<file path="config.mk">
export PLATFORM = sky130hd
export DESIGN_NAME = sipo_packer_flat
export DESIGN_NICKNAME = d
export VERILOG_FILES = /design/src/rtl/sipo_packer_pkg.sv /design/src/rtl/sipo_packer_if.sv /design/src/rtl/sipo_packer_out_reg.sv /design/src/rtl/sipo_packer.sv /design/src/flat_wrapper.sv
export SDC_FILE = /design/constraint.sdc
export NUM_CORES = 1
export LEC_CHECK = 0
export CORE_MARGIN = 10
export CORE_UTILIZATION = 46
export DETAILED_ROUTE_END_ITERATION = 12
export DONT_BUFFER_PORTS = 1
export GPL_ROUTABILITY_DRIVEN = 0
export HOLD_SLACK_MARGIN = 0.1
export PLACE_DENSITY = 0.6
export SLEW_MARGIN = 20
export SYNTH_ARGS = -nofsm -noshare
export SYNTH_HDL_FRONTEND = slang
export SYNTH_SLANG_ARGS = --single-unit
</file>
<file path="constraint.sdc">
create_clock -name clk -period 2.7 [get_ports clk]
set_input_delay 0.54 -clock clk [delete_from_list [all_inputs] [get_ports clk]]
set_output_delay 0.54 -clock clk [all_outputs]
set_load 0.01 [all_outputs]
</file>
<file path="src/rtl/sipo_packer_pkg.sv">
// sipo_pkg: shared defaults and sizing helpers for the serial-in/parallel-out packer.
package sipo_pkg;
  localparam int DEF_WIDTH = 8;
  localparam int LAST_BIT = DEF_WIDTH - 1;
  typedef logic [$clog2(DEF_WIDTH)-1:0] cnt_t;
  function automatic int last_idx(input int w);
    return w - 1;
  endfunction
endpackage

</file>
<file path="src/rtl/sipo_packer_if.sv">
// sipo_i: bit-stream input and word valid/ready output of the packer, with clock and reset.
interface sipo_i #(parameter int WIDTH = sipo_pkg::DEF_WIDTH) (input logic clk, input logic rst);
  logic bit_in;
  logic bit_valid;
  logic bit_ready;
  logic [WIDTH-1:0] word_out;
  logic word_valid;
  logic word_ready;
  modport dut (input clk, rst, bit_in, bit_valid, word_ready, output bit_ready, word_out, word_valid);
  modport tb (input clk, rst, bit_ready, word_out, word_valid, output bit_in, bit_valid, word_ready);
endinterface

</file>
<file path="src/rtl/sipo_packer_out_reg.sv">
// sipo_out_reg: one-word holding register presenting packed words on a valid/ready port.
module sipo_out_reg #(parameter int WIDTH = sipo_pkg::DEF_WIDTH) (
  input  logic clk,
  input  logic rst,
  input  logic load,
  input  logic [WIDTH-1:0] din,
  input  logic word_ready,
  output logic word_valid,
  output logic [WIDTH-1:0] word_out
);
  always_ff @(posedge clk or negedge rst)
    if (!rst) begin
      word_valid <= 1'b0;
      word_out <= '0;
    end else if (load) begin
      word_valid <= 1'b1;
      word_out <= din;
    end else if (word_valid && word_ready) begin
      word_valid <= 1'b0;
    end
endmodule

</file>
<file path="src/rtl/sipo_packer.sv">
// sipo_packer: shifts in one bit per accepted cycle and hands each WIDTH-bit word to the holding register.
module sipo_packer import sipo_pkg::*; #(
  parameter int WIDTH = DEF_WIDTH,
  parameter bit MSB_FIRST = 1'b1
) (
  sipo_i.dut s
);
  localparam int LAST = last_idx(WIDTH);
  localparam int CW = $clog2(WIDTH);
  logic [CW-1:0] cnt;
  logic [WIDTH-1:0] sr;
  logic [WIDTH-1:0] word;
  logic last;
  logic acc;
  assign last = cnt == CW'(LAST);
  // ready looks only at registered state, so the completing bit waits for a fully drained holder
  assign s.bit_ready = !(last && s.word_valid);
  assign acc = s.bit_valid && s.bit_ready;
  assign word = MSB_FIRST ? {sr[WIDTH-2:0], s.bit_in} : {s.bit_in, sr[WIDTH-1:1]};
  always_ff @(posedge s.clk or negedge s.rst)
    if (!s.rst) begin
      cnt <= '0;
      sr <= '0;
    end else if (acc) begin
      cnt <= last ? '0 : cnt + 1'b1;
      sr <= last ? '0 : word;
    end
  sipo_out_reg #(.WIDTH(WIDTH)) u_out (
    .clk(s.clk),
    .rst(s.rst),
    .load(acc && last),
    .din(word),
    .word_ready(s.word_ready),
    .word_valid(s.word_valid),
    .word_out(s.word_out)
  );
endmodule

</file>
<file path="src/flat_wrapper.sv">
// flat-port wrapper written by rule: the top's interface ports become plain ports
module sipo_packer_flat import sipo_pkg::*;
#(
  parameter int WIDTH = DEF_WIDTH,
  parameter bit MSB_FIRST = 1'b1
)
  (clk, rst, s_bit_in, s_bit_valid, s_word_ready, s_bit_ready, s_word_out, s_word_valid);
  sipo_i #(.WIDTH(WIDTH)) s_i (.clk(clk), .rst(rst));
  input wire logic clk;
  input wire logic rst;
  input wire logic [$bits(s_i.bit_in)-1:0] s_bit_in;
  input wire logic [$bits(s_i.bit_valid)-1:0] s_bit_valid;
  input wire logic [$bits(s_i.word_ready)-1:0] s_word_ready;
  output wire logic [$bits(s_i.bit_ready)-1:0] s_bit_ready;
  output wire logic [$bits(s_i.word_out)-1:0] s_word_out;
  output wire logic [$bits(s_i.word_valid)-1:0] s_word_valid;
  assign s_i.bit_in = s_bit_in;
  assign s_i.bit_valid = s_bit_valid;
  assign s_i.word_ready = s_word_ready;
  assign s_bit_ready = s_i.bit_ready;
  assign s_word_out = s_i.word_out;
  assign s_word_valid = s_i.word_valid;
  sipo_packer #(.WIDTH(WIDTH), .MSB_FIRST(MSB_FIRST)) u_core (.s(s_i));
endmodule
</file>
==> results.toml <==
[pwr]
cellLeakagePower_nw = 0.3821
p_switching_uw = 235.5
max-vdd-ir-drop_mv = 0.3587
power_density_nw_per_um2 = 996.5
p_seq_share_pct = 62.2
clkPwrFrac_pct = 17.4
power_switching_share_pct = 30.18
combPwrFrac_pct = 20.3
p_int_uw = 545.0

[grt]
grt_pass1_wl_um = 2083
grt.total_usage_pct = 7.791
grt_pass1_vias = 415
globalRouteOverflowTotal = 0
grt_max_degree = 20
antenna_found_initial = 0

[sta]
drv_slew = 0
worst_slack_ns = 0.9012
skew_ns = 0.004991
hold_viol_final = 0
tns_ns = 0
worst_pin_slew_ns = 0.8254
rsz0062_at_grt = "false"
max_slew_margin_pct = 44.79
setup_violations = 0
fin_crit_sh_pct = 66.62
period_needed_ns = 1.799
timing.fmax_ghz = 0.5559

[synthesis]
synth_top_family_by_area = "multiplexers"
synth_fp_nets = 54
synth_top_area_share_pct = 63.97
synthCells = 47
synth.yosys.warnings = 0
synth_area_leaders = "dfrtp_1, mux2_2, a22o_1"
syn-cell-area_sq_um = 743.2
yosys_register_bits = 19
yosys.area.top_type = "dfrtp_1"
async_flop_share_pct = 100.0
ys.flop_type = "dfrtp_1"
yosysSeqAreaShare_pct = 63.97
synth_fa_ha_area_share_pct = 3.367
synth.cells.most_frequent = "dfrtp_1, mux2_2, a22o_1, ha_1"
synth_cell_types = 13
synthMuxAreaShare_pct = 15.66
synth_xor_xnor_area_share_pct = 0
synth.most_common_cell = "dfrtp_1"
syn_avg_cell_area_sq_um = 15.81
synthSimpleGateAreaFrac_pct = 2.862
synth_compound_area_share_pct = 11.45
synth_edf_count = 0

[clock_network]
cts_resized = 0
root_buffer = "clkbuf_4"
postCtsSetupBuffers = 0
numCtsBuffers = 3
cts.clk_slew.worst_paths_ns = 0.10
cts.htree.levels = 1
clock_sinks = 19
cts_tree = "built"
cts_buffer_depth = 2
clk_latency_ns = 0.29

[setup_path]
critPathMaxFanout = 4
path_class = "flip-flop to output port"
cp-end-kind = "output port"
arrival_ns = 1.26
crit_required_ns = 2.16
critPathLaunchType = "flip-flop"

[floorplanning]
start_util_pct = 48.77
fp.dieArea_sq_um = 3623
die_w_um = 60.20
ios = 15
coreArea_sq_um = 1524
die_y_um = 60.20
num_rows = 14

[finish]
area_delta_synth_final_pct = 5.387
final_area_sq_um = 783.3
post-route-util_pct = 51.40
fin_nets = 58
antennaDiodeCount = 0
drive_gt1_share_pct = 28.00

[routing]
first_iter_violations = 6
final_antenna_net_count = 0
viasPerCell = 5.970
drt_first_pass_iters = 4
drc_errors = 0
avgRoutedWirePerCell_um = 18.70
wirelength_um = 1234
vias = 394

[place]
io_buffers = 0
dp_slack_ns = 1.060
dpl_cell_area_sq_um = 747.0

[run_status]
run_status = "finished, final reports clean"

[hold_path]
hp-class = "input port to flip-flop"

[job]
max-cap-violations = 0
## state kept, by name, summed over array words and instances (netlist names)
signal / flops
u_core.cnt: 3
u_core.u_out.word_out: 8
u_core.u_out.word_valid: 1
u_core.sr: 7
## what timing repair did
action / 4_1_cts / 5_1_grt
hold buffers: 1 / 0
endpoints found under the setup margin: 0 / 0
hold endpoints to repair: 19 / 0
## cells by family (layout without fill, tap and decap cells)
| group | after synthesis | count (layout) |
|---|---|---|
| compound gates | 10 | 10 |
| simple gates | 3 | 3 |
| fa+ha+maj | 2 | 2 |
| flops | 19 | 19 |
| mux | 10 | 10 |
| buf+inv | 3 | 6 |
## power groups by stage
stage          Sequential, mW  Combinational (mW)  Clock (mW)
3_5_place_dp            0.494               0.156           0
6_report                0.486               0.159       0.136
4_1_cts                 0.489               0.162       0.142
2_1_floorplan           0.467               0.141           0
5_1_grt                 0.501               0.178       0.159
3_3_place_gp            0.491               0.148           0
## cells in the final DEF, fill, tap and decap left out, drive strengths merged
cell type and n:
inv 1, nand3b 1, a22o 8, nor2b 1, clkbuf 4, o21ai 1, dfrtp 19, ha 2
mux2 10, dlygate4sd3 1, nand2 1, a21bo 1
## cell type report
type                    count  area [sq um]
multi-input cells          25         247.7
well taps                  16         20.02
fillers                   128         740.7
flip-flops and latches     19         475.5
repair buffers              1         10.01
inverters                   1         3.754
clock buffers               4         26.28
## final timing paths
check / end / depth (start not counted) / start / slack [ns]
worst max register to register: u_core.cnt[0] / 4 / u_core.cnt[0] / 1.04
min in group asynchronous: u_core.cnt[1] / 1 / rst / 0.79
worst min register to register: u_core.cnt[1] / 1 / u_core.cnt[1] / 0.52
max in group asynchronous: u_core.sr[6] / 1 / rst / 1.40
worst min-delay path: u_core.u_out.word_valid / 1 / s_word_ready / 0.33
worst max-delay path: s_bit_ready / 3 / u_core.cnt[0] / 0.90
## critical path: stages (launching register included)
cell and delay (ns):
dfrtp_1 0.40, ha_1 0.21, ha_1 0.23, nand2_1 0.13
## through the flow
step	hold WS [ns]	instances	power [mW]
2_1_floorplan	0.2444	47	0.6079
3_3_place_gp	0.2451	61	0.6390
3_5_place_dp	0.2450	61	0.6506
4_1_cts	0.3263	66	0.7932
5_1_grt	0.3026	66	0.8381
6_report	0.3349	66	0.7805
## metal layers
metal / vias to the layer above / part of all wire, % / GRT usage, %
met5: - / 0 / 0
met4: 0 / 0.32 / 4.808
met3: 2 / 11 / 5.085
met2: 13 / 47 / 11.76
met1: 202 / 41 / 7.787
li1: 177 / - / -
Note: power is estimated with default switching activity, not from simulation.
